**src/rtl/muldiv_pkg.sv**
```systemverilog
// Shared op encodings and FSM state type for the HI/LO multiply/divide unit.
// CPU decode imports the same constants so both sides agree on op_in.
package muldiv_pkg;

    localparam logic [2:0] OP_MULT  = 3'd0;
    localparam logic [2:0] OP_MULTU = 3'd1;
    localparam logic [2:0] OP_DIV   = 3'd2;
    localparam logic [2:0] OP_DIVU  = 3'd3;
    localparam logic [2:0] OP_MTHI  = 3'd4;
    localparam logic [2:0] OP_MTLO  = 3'd5;

    typedef enum logic [1:0] {
        ST_IDLE = 2'd0,
        ST_CALC = 2'd1,
        ST_FIX  = 2'd2,
        ST_DONE = 2'd3
    } state_t;

    function automatic logic op_is_arith(input logic [2:0] op);
        return (op == OP_MULT) || (op == OP_MULTU) || (op == OP_DIV) || (op == OP_DIVU);
    endfunction

    function automatic logic op_is_signed(input logic [2:0] op);
        return (op == OP_MULT) || (op == OP_DIV);
    endfunction

    function automatic logic op_is_div(input logic [2:0] op);
        return (op == OP_DIV) || (op == OP_DIVU);
    endfunction

endpackage

```
**src/rtl/muldiv_unit.sv**
```systemverilog
// Iterative radix-2 multiply/divide unit owning the architectural HI/LO registers.
// One shared 2*WIDTH shift register serves as product accumulator or remainder:quotient.
//
// state | meaning
// IDLE  | waiting for a request; MTHI/MTLO complete here directly
// CALC  | one shift-add or restoring-divide step per cycle, WIDTH cycles
// FIX   | sign correction, HI/LO written on the exit edge
// DONE  | one-cycle completion; may accept the next request
module muldiv_unit
    import muldiv_pkg::*;
#(
    parameter int WIDTH    = 32,
    parameter bit MTX_DONE = 1'b1
) (
    input  logic             clk,
    input  logic             reset_in,
    input  logic             start_in,
    input  logic [2:0]       op_in,
    input  logic [WIDTH-1:0] a_in,
    input  logic [WIDTH-1:0] b_in,
    input  logic             flush_in,
    output logic             busy_out,
    output logic             done_out,
    output logic             divzero_out,
    output logic [WIDTH-1:0] hi_out,
    output logic [WIDTH-1:0] lo_out
);

    localparam int CW = $clog2(WIDTH) + 1;
    localparam int AW = 2 * WIDTH;
    localparam logic [CW-1:0] LAST_STEP = CW'(WIDTH - 1);

    state_t           state_q, state_d;
    logic [CW-1:0]    cnt_q, cnt_d;
    logic [AW-1:0]    acc_q, acc_d;
    logic [WIDTH-1:0] opb_q, opb_d;
    logic [WIDTH-1:0] hi_q, hi_d;
    logic [WIDTH-1:0] lo_q, lo_d;
    logic             is_div_q, is_div_d;
    logic             neg_lo_q, neg_lo_d;
    logic             neg_hi_q, neg_hi_d;
    logic             bzero_q, bzero_d;
    logic             busy_q, busy_d;
    logic             done_q, done_d;
    logic             divzero_q, divzero_d;

    logic             accept;
    logic             a_neg, b_neg;
    logic [WIDTH-1:0] a_abs, b_abs;
    logic [WIDTH:0]   mul_sum;
    logic [WIDTH:0]   div_part;
    logic [WIDTH:0]   div_diff;
    logic [AW-1:0]    prod_raw, prod_fix;
    logic [WIDTH-1:0] quo_raw, quo_fix;
    logic [WIDTH-1:0] rem_raw, rem_fix;

    always_comb begin
        accept = start_in && !flush_in && ((state_q == ST_IDLE) || (state_q == ST_DONE));
        a_neg  = op_is_signed(op_in) && a_in[WIDTH-1];
        b_neg  = op_is_signed(op_in) && b_in[WIDTH-1];
        a_abs  = a_neg ? -a_in : a_in;
        b_abs  = b_neg ? -b_in : b_in;

        mul_sum  = {1'b0, acc_q[AW-1:WIDTH]} + (acc_q[0] ? {1'b0, opb_q} : '0);
        // Remainder stays below the divisor, so bit WIDTH of the difference is the borrow.
        div_part = acc_q[AW-1:WIDTH-1];
        div_diff = div_part - {1'b0, opb_q};

        prod_raw = acc_q;
        prod_fix = neg_lo_q ? -prod_raw : prod_raw;
        quo_raw  = acc_q[WIDTH-1:0];
        quo_fix  = neg_lo_q ? -quo_raw : quo_raw;
        rem_raw  = acc_q[AW-1:WIDTH];
        rem_fix  = neg_hi_q ? -rem_raw : rem_raw;
    end

    always_comb begin
        state_d   = state_q;
        cnt_d     = cnt_q;
        acc_d     = acc_q;
        opb_d     = opb_q;
        hi_d      = hi_q;
        lo_d      = lo_q;
        is_div_d  = is_div_q;
        neg_lo_d  = neg_lo_q;
        neg_hi_d  = neg_hi_q;
        bzero_d   = bzero_q;
        done_d    = 1'b0;
        divzero_d = 1'b0;

        case (state_q)
            ST_IDLE, ST_DONE: begin
                state_d = ST_IDLE;
                if (accept && op_is_arith(op_in)) begin
                    state_d  = ST_CALC;
                    cnt_d    = '0;
                    is_div_d = op_is_div(op_in);
                    if (op_is_div(op_in)) begin
                        acc_d    = {{WIDTH{1'b0}}, a_abs};
                        opb_d    = b_abs;
                        neg_lo_d = a_neg ^ b_neg;
                        neg_hi_d = a_neg;
                        bzero_d  = (b_in == '0);
                    end else begin
                        acc_d    = {{WIDTH{1'b0}}, b_abs};
                        opb_d    = a_abs;
                        neg_lo_d = a_neg ^ b_neg;
                        neg_hi_d = a_neg ^ b_neg;
                        bzero_d  = 1'b0;
                    end
                end else if (accept && (op_in == OP_MTHI)) begin
                    hi_d   = a_in;
                    done_d = MTX_DONE;
                end else if (accept && (op_in == OP_MTLO)) begin
                    lo_d   = a_in;
                    done_d = MTX_DONE;
                end
            end
            ST_CALC: begin
                if (flush_in) begin
                    state_d = ST_IDLE;
                end else begin
                    cnt_d = cnt_q + 1'b1;
                    if (is_div_q) begin
                        if (!div_diff[WIDTH]) begin
                            acc_d = {div_diff[WIDTH-1:0], acc_q[WIDTH-2:0], 1'b1};
                        end else begin
                            acc_d = {acc_q[AW-2:0], 1'b0};
                        end
                    end else begin
                        acc_d = {mul_sum, acc_q[WIDTH-1:1]};
                    end
                    if (cnt_q == LAST_STEP) begin
                        state_d = ST_FIX;
                    end
                end
            end
            ST_FIX: begin
                if (flush_in) begin
                    state_d = ST_IDLE;
                end else begin
                    state_d = ST_DONE;
                    done_d  = 1'b1;
                    if (is_div_q) begin
                        if (bzero_q) begin
                            divzero_d = 1'b1;
                        end else begin
                            hi_d = rem_fix;
                            lo_d = quo_fix;
                        end
                    end else begin
                        hi_d = prod_fix[AW-1:WIDTH];
                        lo_d = prod_fix[WIDTH-1:0];
                    end
                end
            end
            default: state_d = ST_IDLE;
        endcase

        busy_d = (state_d == ST_CALC) || (state_d == ST_FIX);
    end

    always_ff @(posedge clk or negedge reset_in) begin
        if (!reset_in) begin
            state_q   <= ST_IDLE;
            cnt_q     <= '0;
            acc_q     <= '0;
            opb_q     <= '0;
            hi_q      <= '0;
            lo_q      <= '0;
            is_div_q  <= 1'b0;
            neg_lo_q  <= 1'b0;
            neg_hi_q  <= 1'b0;
            bzero_q   <= 1'b0;
            busy_q    <= 1'b0;
            done_q    <= 1'b0;
            divzero_q <= 1'b0;
        end else begin
            state_q   <= state_d;
            cnt_q     <= cnt_d;
            acc_q     <= acc_d;
            opb_q     <= opb_d;
            hi_q      <= hi_d;
            lo_q      <= lo_d;
            is_div_q  <= is_div_d;
            neg_lo_q  <= neg_lo_d;
            neg_hi_q  <= neg_hi_d;
            bzero_q   <= bzero_d;
            busy_q    <= busy_d;
            done_q    <= done_d;
            divzero_q <= divzero_d;
        end
    end

    assign busy_out    = busy_q;
    assign done_out    = done_q;
    assign divzero_out = divzero_q;
    assign hi_out      = hi_q;
    assign lo_out      = lo_q;

endmodule

```
**config.mk**
```make
export PLATFORM = sky130hd
export DESIGN_NAME = muldiv_unit
export DESIGN_NICKNAME = d
export VERILOG_FILES = /design/src/rtl/muldiv_pkg.sv /design/src/rtl/muldiv_unit.sv
export SDC_FILE = /design/constraint.sdc
export NUM_CORES = 1
export LEC_CHECK = 0
export BUFFER_PORTS_ARGS = -buffer_cell sky130_fd_sc_hd__buf_2
export CAP_MARGIN = 20
export CORE_MARGIN = 2
export CORE_UTILIZATION = 39
export DETAILED_ROUTE_END_ITERATION = 10
export GPL_TIMING_DRIVEN = 1
export PLACE_DENSITY = 0.66
export SLEW_MARGIN = 0
export SYNTH_ARGS = -nofsm -noshare
export SYNTH_HDL_FRONTEND = slang
export SYNTH_SLANG_ARGS = --single-unit
export TNS_END_PERCENT = 5
```
**constraint.sdc**
```tcl
create_clock -name clk -period 4.6 [get_ports clk]
set_input_delay 0.23 -clock clk [delete_from_list [all_inputs] [get_ports clk]]
set_output_delay 0.23 -clock clk [all_outputs]
set_load 0.02 [all_outputs]
```
==> impl_metrics.py <==
metrics = {
    "run_status": {
        "outcome": "finished, final reports clean",
    },
    "setup_path": {
        "critPathLaunchType": "flop",
        "crit_fanout": 13,
        "crit_arrival_ns": 4.44,
        "slowest_delay_ns": 0.50,
        "crit_chain": "inv_1 > nor2_1 > ha_1 > a21oi_1 > nor2_1 > a221oi_1 > a31oi_1 > a21oi_1 > o21ai_1 > a31o_2 > or4b_1 > o211ai_1 > and3_1",
        "criticalPathCategory": "reg2reg",
        "cp-end-kind": "flop",
        "cp_num_buf_inv": 1,
        "crit_family": "compound AO/OA/AOI/OAI gates",
        "worstPathRequired_ns": 4.99,
        "slowest_stage": "or4b_1",
    },
    "timing": {
        "finalCritPeriodShare_pct": 88.0,
        "fmax_mhz": 247,
        "setup_tns_ns": 0,
        "period_minus_slack_ns": 4.05,
        "relSlewSlack_pct": 25.3,
        "finalHoldViolCount": 0,
        "setup_violations": 0,
        "rsz0062_at_grt": "no",
        "drv_slew": 0,
        "setup_ws_ns": 0.551,
        "clock_skew_ns": 0.0160,
        "tightestPinTransition_ns": 1.11,
    },
    "global_route": {
        "grt_max_degree": 76,
        "first_global_vias": 14600,
        "grt.overflow.total": 0,
        "track_usage_pct": 28.0,
        "antenna_found_initial": 0,
        "grt_pass1_wl_um": 89400,
    },
    "clock_tree": {
        "post_cts_resized": 0,
        "htreeDepth": 4,
        "clock_latency_ns": 0.46,
        "cts_max_path_buffers": 2,
        "clk_root_buffer_cell": "clkbuf_16",
        "clkTransAtPathRegs_ns": 0.08,
        "cts_sinks": 175,
        "cts_tree": "built",
        "cts_made_buffers": 17,
        "cts_setup_buffers": 0,
    },
    "die": {
        "io_pins": 138,
        "fp.dieH_um": 204,
        "die_w_um": 204,
        "coreArea_sq_um": 39500,
        "die_area_sq_um": 41600,
        "rows": 73,
        "start_util_pct": 39.4,
    },
    "logic_synthesis": {
        "synthesis.area_sq_um": 15600,
        "postSynth.asyncResetShare_pct": 100,
        "yosys_warnings": 0,
        "synth_cells": 1996,
        "ys_ff_latch": 175,
        "synth_edf_count": 0,
        "synth.avg_cell_area_sq_um": 7.81,
        "ys_types": 94,
        "yosysSeqAreaShare_pct": 28.1,
        "synthFlopType": "dfrtp_1",
        "synth_nets": 2140,
    },
    "route": {
        "wl_per_cell_um": 22.6,
        "drt_iter0_drc": 1851,
        "vias": 15800,
        "ant_nets": 0,
        "drt_wl_total_um": 58600,
        "remaining_drc_errors": 0,
        "first_pass_iters": 5,
        "via_per_inst": 6.09,
    },
    "final_layout": {
        "synthToLayoutAreaGrowth_pct": 11.1,
        "final_cell_mix": "224 x nand2_1, 207 x o21ai_0, 178 x a21oi_1",
        "fin_area_sq_um": 17300,
        "final_nets": 2204,
        "final_common_cell": "nand2_1",
        "postLayoutCoreUtil_pct": 43.8,
        "drive_gt1_share_pct": 13.2,
        "diodes": 0,
    },
    "placed_design": {
        "gp_congestion": 0.992,
        "io_buffers": 137,
        "dpl.hpwl_um": 45500,
        "dpl_cell_area_sq_um": 16700,
        "dp_slack_ns": 0.675,
    },
    "run": {
        "drv_cap": 0,
    },
    "pwr": {
        "power.density_nw_per_um2": 322,
        "p_leak_nw": 7.71,
        "peakVddDrop_mv": 0.187,
    },
    "worst_hold_path": {
        "holdCritPathClass": "in2reg",
    },
}
cells in the mapped netlist (6+ instances only):
cell	instances	area share, %
nand4_1	9	0.36
xor2_1	90	5.1
nor2b_1	18	0.72
o211ai_1	24	1.2
nand3b_1	6	0.29
nor2_1	174	4.2
buf_2	6	0.19
and3_1	16	0.64
nand2_1	226	5.4
nand2b_1	25	1.0
o221ai_1	8	0.45
mux2_2	29	2.1
buf_1	15	0.36
nor3_1	29	0.93
clkbuf_1	96	2.3
a22oi_1	20	0.96
nor4_1	13	0.52
xnor2_1	87	4.9
nand3_1	38	1.2
mux2i_1	45	2.9
o21ai_0	207	6.6
a21o_1	41	2.0
or3_1	22	0.88
o21ai_1	20	0.64
a31oi_1	15	0.60
a211oi_1	43	2.1
or4_1	9	0.43
a21oi_1	179	5.7
o41ai_1	18	1.0
dfrtp_1	175	28
o31ai_1	19	0.92
inv_1	64	1.5
o22ai_1	8	0.32
ha_1	71	5.7
report_power, final:
group	internal (mW)	total, mW	switching (mW)
Sequential	1.79	2.03	0.245
Clock	0.828	1.54	0.714
Combinational	0.723	2.01	1.28
Total	3.34	5.58	2.24
path summary, 6_finish.rpt:
check | startpoint | endpoint | slack, ns | cells past startpoint
max in group asynchronous | reset_in | hi_out[2]$_DFFE_PN0P_ | 3.00 | 3
min in group asynchronous | reset_in | acc_q[62]$_DFFE_PN0P_ | 0.36 | 2
worst max register to register | acc_q[0]$_DFFE_PN0P_ | acc_q[61]$_DFFE_PN0P_ | 0.55 | 13
worst min-delay path | flush_in | state_q[1]$_DFF_PN0_ | 0.07 | 2
worst min register to register | lo_out[6]$_DFFE_PN0P_ | lo_out[6]$_DFFE_PN0P_ | 0.47 | 2
worst max-delay path | acc_q[0]$_DFFE_PN0P_ | acc_q[61]$_DFFE_PN0P_ | 0.55 | 13
final cells by class:
cell class | count | area (sq um)
fill | 3976 | 22200
multi-input combinational | 1631 | 10500
sequential | 175 | 4380
timing repair buffer | 170 | 957
tap | 525 | 657
clock buffer | 19 | 443
inverter | 65 | 244
clock inverter | 13 | 151
metal layers:
layer / wire length (um) / part of all wire, % / vias to the layer above / GRT usage (%)
li1: - / - / 7339 / -
met1: 25700 / 44 / 7600 / 39.4
met2: 25500 / 43 / 789 / 42.4
met3: 5440 / 9.3 / 90 / 5.31
met4: 2040 / 3.5 / 0 / 10.8
met5: 0 / 0 / - / 0
cell families after synthesis:
logic type	Yosys count	share of synthesized area (%)
AND/OR/NAND/NOR	636	19.7
adder cells (fa/ha/maj)	73	5.96
buffers and inverters	190	4.82
AO/OA/AOI/OAI	670	26.4
flip-flops	175	28.1
XOR/XNOR	177	9.94
multiplexers	75	5.06
state kept, by name, summed over array words and instances (netlist names), 2 cells and up:
name / count
state_q: 2
acc_q: 64
lo_out: 32
cnt_q: 6
opb_q: 32
hi_out: 32
metrics by stage:
step                      total power [mW]  hold slack, ns  std cells
after floorplan                       3.31         -0.0656       1996
after global placement                4.00           0.313       2564
after detailed placement              4.02           0.327       2564
after CTS                             5.55          0.0544       2597
after global routing                  5.85          0.0697       2598
final                                 5.58          0.0728       2598
timing repair:
item | CTS | global route
hold endpoints to repair | 73 | 0
hold buffers | 1 | 0
setup endpoints to repair | 0 | 0
Power figures use the tool's default switching activity.
